==> src/rtl/key_step_conditioner.sv <==
// key_step_conditioner: turns one raw, bouncing, active-low pushbutton into
// a debounced level plus single-cycle press, release and step strobes.
// The step strobe also carries optional hold-to-repeat pulses.
// Datapath: 2-flop synchroniser -> debounce FSM -> repeat timer.
module key_step_conditioner #(
  parameter int DEBOUNCE_CYCLES = 1000000,
  parameter int REPEAT_DELAY    = 25000000,
  parameter int REPEAT_PERIOD   = 5000000
) (
  input  logic CLOCK_50,
  input  logic reset_n,
  input  logic key_n,
  input  logic rep_en,
  output logic key_level,
  output logic press_pulse,
  output logic release_pulse,
  output logic step_pulse
);

  localparam int CNT_W   = $clog2(DEBOUNCE_CYCLES);
  localparam int REP_MAX = (REPEAT_DELAY > REPEAT_PERIOD) ? REPEAT_DELAY : REPEAT_PERIOD;
  localparam int REP_W   = $clog2(REP_MAX);

  localparam logic [CNT_W-1:0] DEB_LAST = CNT_W'(DEBOUNCE_CYCLES - 1);
  localparam logic [REP_W-1:0] DLY_LAST = REP_W'(REPEAT_DELAY - 1);
  localparam logic [REP_W-1:0] PER_LAST = REP_W'(REPEAT_PERIOD - 1);

  typedef enum logic [1:0] {
    ST_IDLE        = 2'd0,
    ST_PRESS_CHK   = 2'd1,
    ST_HELD        = 2'd2,
    ST_RELEASE_CHK = 2'd3
  } state_e;

  state_e           state_q, state_d;
  logic             s1_q, s1_d;
  logic             s2_q, s2_d;
  logic [CNT_W-1:0] cnt_q, cnt_d;
  logic [REP_W-1:0] rep_cnt_q, rep_cnt_d;
  // rep_armed: 0 while waiting for the first repeat (REPEAT_DELAY),
  // 1 once repeats run at REPEAT_PERIOD.
  logic             rep_armed_q, rep_armed_d;
  logic             key_level_q, key_level_d;
  logic             press_q, press_d;
  logic             release_q, release_d;
  logic             step_q, step_d;
  logic [REP_W-1:0] rep_limit_s;

  assign key_level     = key_level_q;
  assign press_pulse   = press_q;
  assign release_pulse = release_q;
  assign step_pulse    = step_q;

  // Next-state and next-output computation for synchroniser, debounce FSM and repeat timer.
  always_comb begin
    s1_d        = key_n;
    s2_d        = s1_q;
    state_d     = state_q;
    cnt_d       = cnt_q;
    rep_cnt_d   = rep_cnt_q;
    rep_armed_d = rep_armed_q;
    key_level_d = key_level_q;
    press_d     = 1'b0;
    release_d   = 1'b0;
    step_d      = 1'b0;
    rep_limit_s = rep_armed_q ? PER_LAST : DLY_LAST;

    case (state_q)
      ST_IDLE: begin
        if (!s2_q) begin
          state_d = ST_PRESS_CHK;
          cnt_d   = '0;
        end else begin
          state_d = ST_IDLE;
        end
      end
      ST_PRESS_CHK: begin
        if (s2_q) begin
          // Bounce: key went back up before the debounce window closed.
          state_d = ST_IDLE;
        end else if (cnt_q == DEB_LAST) begin
          state_d     = ST_HELD;
          key_level_d = 1'b1;
          press_d     = 1'b1;
          step_d      = 1'b1;
          rep_cnt_d   = '0;
          rep_armed_d = 1'b0;
        end else begin
          cnt_d = cnt_q + CNT_W'(1);
        end
      end
      ST_HELD: begin
        if (s2_q) begin
          // Leaving for release check: repeat timer is frozen, no repeat.
          state_d = ST_RELEASE_CHK;
          cnt_d   = '0;
        end else if (!rep_en) begin
          // Disabled repeat restarts the full delay once re-enabled.
          rep_cnt_d   = '0;
          rep_armed_d = 1'b0;
        end else if (rep_cnt_q == rep_limit_s) begin
          step_d      = 1'b1;
          rep_cnt_d   = '0;
          rep_armed_d = 1'b1;
        end else begin
          rep_cnt_d = rep_cnt_q + REP_W'(1);
        end
      end
      ST_RELEASE_CHK: begin
        if (!s2_q) begin
          // Release glitch: resume holding with the repeat timer untouched.
          state_d = ST_HELD;
        end else if (cnt_q == DEB_LAST) begin
          state_d     = ST_IDLE;
          key_level_d = 1'b0;
          release_d   = 1'b1;
        end else begin
          cnt_d = cnt_q + CNT_W'(1);
        end
      end
      default: begin
        state_d     = ST_IDLE;
        key_level_d = 1'b0;
      end
    endcase
  end

  // State, counter and registered-output flops; reset forces the released, idle condition.
  always_ff @(posedge CLOCK_50 or negedge reset_n) begin
    if (!reset_n) begin
      s1_q        <= 1'b1;
      s2_q        <= 1'b1;
      state_q     <= ST_IDLE;
      cnt_q       <= '0;
      rep_cnt_q   <= '0;
      rep_armed_q <= 1'b0;
      key_level_q <= 1'b0;
      press_q     <= 1'b0;
      release_q   <= 1'b0;
      step_q      <= 1'b0;
    end else begin
      s1_q        <= s1_d;
      s2_q        <= s2_d;
      state_q     <= state_d;
      cnt_q       <= cnt_d;
      rep_cnt_q   <= rep_cnt_d;
      rep_armed_q <= rep_armed_d;
      key_level_q <= key_level_d;
      press_q     <= press_d;
      release_q   <= release_d;
      step_q      <= step_d;
    end
  end

endmodule

==> config.mk <==
export PLATFORM = sky130hd
export DESIGN_NAME = key_step_conditioner
export DESIGN_NICKNAME = d
export VERILOG_FILES = /design/src/rtl/key_step_conditioner.sv
export SDC_FILE = /design/constraint.sdc
export NUM_CORES = 1
export LEC_CHECK = 0
export CAP_MARGIN = 20
export CELL_PAD_IN_SITES_DETAIL_PLACEMENT = 0
export CELL_PAD_IN_SITES_GLOBAL_PLACEMENT = 2
export CORE_UTILIZATION = 34
export CTS_CLUSTER_DIAMETER = 60
export DETAILED_ROUTE_END_ITERATION = 8
export GPL_ROUTABILITY_DRIVEN = 0
export HOLD_SLACK_MARGIN = 0.02
export PLACE_DENSITY_LB_ADDON = 0.1
export SLEW_MARGIN = 20
export SYNTH_ARGS = -nofsm -noshare
export SYNTH_HDL_FRONTEND = slang
export SYNTH_SLANG_ARGS = --single-unit
==> constraint.sdc <==
create_clock -name CLOCK_50 -period 2.03 [get_ports CLOCK_50]
set_input_delay 0.406 -clock CLOCK_50 [delete_from_list [all_inputs] [get_ports CLOCK_50]]
set_output_delay 0.406 -clock CLOCK_50 [all_outputs]
set_load 0.05 [all_outputs]
* After elaboration in Yosys (flattened, before gate mapping)
Index checks and enable logic that the tools add are counted.
** Operators by class
- Muxes and demuxes :: 39
- Equality and inequality tests :: 15
- Reductions and logical operators :: 8
- $add $sub $neg :: 2
** Operators by type and width (number)
- 25-bit 2-to-1 mux :: 6
- 20-bit 2-to-1 mux :: 5
- 20-bit case mux with 4 select lines :: 1
- 25-bit case mux with 2 select lines :: 1
- 25-bit by 1-bit adder with 25-bit output, second input constant :: 1
- 25-bit equality test :: 1
- 20-bit by 1-bit adder with 20-bit output, second input constant :: 1
- 20-bit equality test, second input constant :: 1
- 1-bit 2-to-1 mux :: 17
- 2-bit != test, second input constant :: 7
- 2-bit 2-to-1 mux :: 5
- 5-bit AND reduction :: 2
- 3-bit != test, second input constant :: 3
- 2-bit case mux with 4 select lines :: 1
- 4-bit AND reduction :: 2
- 1-bit case mux with 2 select lines :: 3
- 2-bit equality test, second input constant :: 2
- 2-bit nonzero test :: 2
- 3-bit AND reduction :: 1
- 2-bit by 1-bit equality test with 1-bit output, second input constant :: 1
- 2-bit zero test :: 1
** Word-level totals
- Output and inout bits :: 4
- Register bits after elaboration :: 54
- Input bits :: 4
- Logic and storage cells :: 74

* Depth between registers and ports, before layout
- Depth in word-level cells :: 6
- Mapped depth :: 10
- Gate-level depth less buffers :: 7

* Worst setup path before layout
No wires, ideal clock.
- Path type :: reg2reg
- From :: register with a tool-made name
- To :: register rep_cnt_q[15]
- Data arrival time :: 2152 ps
- Stages on the path, launching flop included :: 10
- Library setup time :: 78 ps
- Required time :: 1952 ps
- Setup slack :: -200 ps
- Cell sequence :: dfrtp_1 > inv_1 > ha_1 > clkbuf_1 > nand2b_1 > nor4_4 > a21oi_2 > buf_6 > or4_1 > a21oi_1
** RTL lines
- to (signal assigned) :: line 146 : rep_cnt_q <= rep_cnt_d;
- to (decl) :: line 39 : logic [REP_W-1:0] rep_cnt_q, rep_cnt_d;

* Worst setup path after layout
- From :: register cnt_q[6]
- To :: register rep_cnt_q[22]
** Between the ends
- Longest elaborated chain between the ends :: 3
** RTL lines
- from (decl) :: line 38 : logic [CNT_W-1:0] cnt_q, cnt_d;
- from (signal assigned) :: line 145 : cnt_q <= cnt_d;
- 20-bit equality test :: line 81 : end else if (cnt_q == DEB_LAST) begin
- 2-bit != test (no line)
- 4-bit AND reduction (no line)
No other way between the ends.
A chain may end at the register's enable or synchronous reset.

==> run summary <==
worst path bufs/invs -> 1
Nets -> 441
post-synthesis cell type count -> 55
share of cells above drive strength 1 -> 42.4%
maxcap violations -> 0
vias -> 2,972
die area -> 9420 um2
worst hold slack -> 0.0297 ns
first-pass GRT wire length -> 14,200 um
slowest CP cell -> or4_4
Crit Path Class -> register to register
Critical Path Source Type -> register
power density cells -> 681 nW/um2
flops & latches, synth -> 54
HPWL after DPL -> 5920 um
Post-Syn Instances -> 335
cell area after synthesis -> 3070 um2
cell family with most CP delay -> simple AND/OR/NAND/NOR gates
FFs w/ async S/R, synth -> 100%
failing checks -> negative setup slack
register area share after synthesis -> 44.1%
Setup TNS Final -> -1.74 ns
P_int -> 0.00200 W
number of synthesized flops with an enable pin -> 0
largest net degree at the start of global routing -> 27
CTS Buf Count -> 5
status -> complete, but fails checks
crit end category -> register
Slew headroom -> 64.3%
Post-route DRC -> 0
DR iter-0 viols -> 56
most common cell after layout, fill and taps aside -> buf_4
grt total ovfl -> 0
Final period util -> 106%
H-tree Lvls -> 2
top cell type's share of synthesized area -> 42.4%
Root Driver -> clkbuf_8
Die Y -> 97.1 um
Worst-path clk slew -> 0.11 ns
clock share of power -> 20.5%
CTS max path bufs -> 2
Final Max Tran Viols -> 0
Leakage -> 1.80 nW
delay of the slowest critical-path stage -> 0.58 ns
Sw Pwr -> 0.00111 W
RSZ-0062 raised after global routing -> true
DR vias/cell -> 5.50
# rows -> 34
Power, Total -> 0.00310 W
most frequent cells in the layout -> buf_4 (72), dfrtp_1 (51), nand2_1 (26), nand3_1 (20), nor2_1 (16)
Place WS -> -0.153 ns
Die X-Extent -> 97.1 um
Avg Cell Area, Syn -> 9.17 um2
final hold vios -> 0
P&R area growth vs syn -> 48.2%
CP most frequent cell -> or4_4
Finished Layout Cells -> 540
switching part of the total -> 35.6%
Sequential Power Share -> 37.9%
clock period minus final worst setup slack -> 2.14 ns
Worst Skew -> 0.00891 ns
DR WL/cell -> 15.7 um
Hold Crit Class -> input port to asynchronous set/reset pin
Req. time, crit path -> 2.27 ns
cells taking the most area after synthesis -> dfrtp_1 (42%), a21oi_1 (4.6%), or4_1 (3.9%)
Antenna diodes -> 0
largest area contributor in the netlist -> dfrtp_1
Syn Nets -> 345
Worst Setup Slack, final -> -0.113 ns
final setup fails -> 37
vias in the first global route -> 2,978
CP Max Fanout -> 26
CTS sink cnt -> 54
I/O pin total -> 8
VDD IR max -> 443 uV
total iterations of the first detailed-routing run -> 4
initial antenna violation count -> 0
Comb power frac -> 41.6%
placed cell count -> 515
Peak Freq -> 0.467 GHz
CP Data Arrival Time -> 2.39 ns
GR Util All Layers -> 18.6%
Starting Density -> 35.2%
crit-path cells -> or4_4 -> nor4_4 -> a21oi_2 -> buf_12 -> or4_4 -> a21oi_1
Yosys Warn Count -> 0
Slew @ Worst Pin -> 0.529 ns
Post-synth top flop -> dfrtp_1
final wirelength -> 8500 um
Core Area -> 8720 um2
CTS tree -> done
Final ANT Viol Nets -> 0
port bufs -> 7
Clock Latency Late Sink -> 0.32 ns
[cells in the mapped netlist (3+ instances only)]
cell type / n
a211oi_1: 3
a21oi_1: 28
a31oi_1: 6
and3_1: 5
and4_1: 3
clkbuf_1: 5
dfrtp_1: 52
ha_1: 6
inv_1: 13
mux2i_1: 4
nand2_1: 29
nand2b_1: 5
nand3_1: 20
nand4_1: 8
nor2_1: 19
nor3_1: 12
o21ai_0: 18
o22ai_1: 5
o31ai_1: 14
or3_1: 12
or4_1: 16
xnor2_1: 4
xor2_1: 3
[power by group through the flow]
stage	clock [W]	sequential (W)	combinational, W
2_1_floorplan	0	0.00119	0.000495
3_3_place_gp	0	0.00118	0.000951
3_5_place_dp	0	0.00119	0.000945
4_1_cts	0.000665	0.00117	0.00113
5_1_grt	0.000715	0.00119	0.00140
6_report	0.000635	0.00118	0.00129
[timing repair]
item	CTS	global route
cloned	1	0
buffers inserted	8	9
pin swaps	22	37
resized for setup	34	69
setup endpoints to repair	35	47
hold buffers	0	0
[layout make-up]
class	count	area, um2
Fill cell	828	4170
Multi-Input combinational cell	260	2070
Sequential cell	54	1360
Timing Repair Buffer	97	852
Tap cell	108	135
Clock buffer	5	68.8
Inverter	13	48.8
Clock inverter	3	18.8
[registers in the layout, indices dropped and copies added, names as in the netlist, named ones only]
register and count:
rep_cnt_q 25, release_pulse 1, state_q 1, step_pulse 1, key_level 1, rep_armed_q 1
press_pulse 1, cnt_q 20, s2_q 1, s1_q 1
[logic make-up (layout without fill, tap and decap cells)]
family	after synthesis	after routing	synth area share, %
AOI/OAI and AO/OA	93	94	19.2
xor gates and xnor gates	7	7	2.00
and+or+nand+nor	149	149	27.9
buffers and inverters	22	118	3.06
DFF	54	54	44.1
muxes	4	4	1.30
adders and majority gates	6	6	2.44
[metrics by stage]
| step | cell area (um2) | util [%] |
|---|---|---|
| floorplan | 3150 | - |
| global placement | 3890 | 44.6 |
| detailed placement | 3890 | 44.6 |
| CTS | 4220 | 48.4 |
| global route | 4550 | 52.2 |
| finish | 4550 | 52.2 |
[final timing paths]
check                                      from                   endpoint  slack (ns)  cells after the start
setup / recovery           cnt_q[6]$_DFFE_PN0P_  rep_cnt_q[22]$_DFFE_PN0P_       -0.11                      6
hold / removal                          reset_n       step_pulse$_DFF_PN0_        0.03                      1
setup reg to reg           cnt_q[6]$_DFFE_PN0P_  rep_cnt_q[22]$_DFFE_PN0P_       -0.11                      6
hold reg to reg                  s1_q$_DFF_PN1_             s2_q$_DFF_PN1_        0.37                      0
max in group asynchronous               reset_n     state_q[0]$_DFFE_PN0P_        1.44                      2
min in group CLOCK_50            s1_q$_DFF_PN1_             s2_q$_DFF_PN1_        0.37                      0
[layer usage]
layer | track usage, % | share of wire [%] | wire length, um | up-vias
met2 | 31.6 | 51 | 4330 | 41
met4 | 6.89 | 2.1 | 176 | 0
met5 | 0 | 0 | 0 | -
met3 | 2.52 | 2.1 | 178 | 13
met1 | 24.0 | 45 | 3820 | 1449
li1 | - | - | - | 1469
No activity file was read; power rests on OpenSTA's default activity.
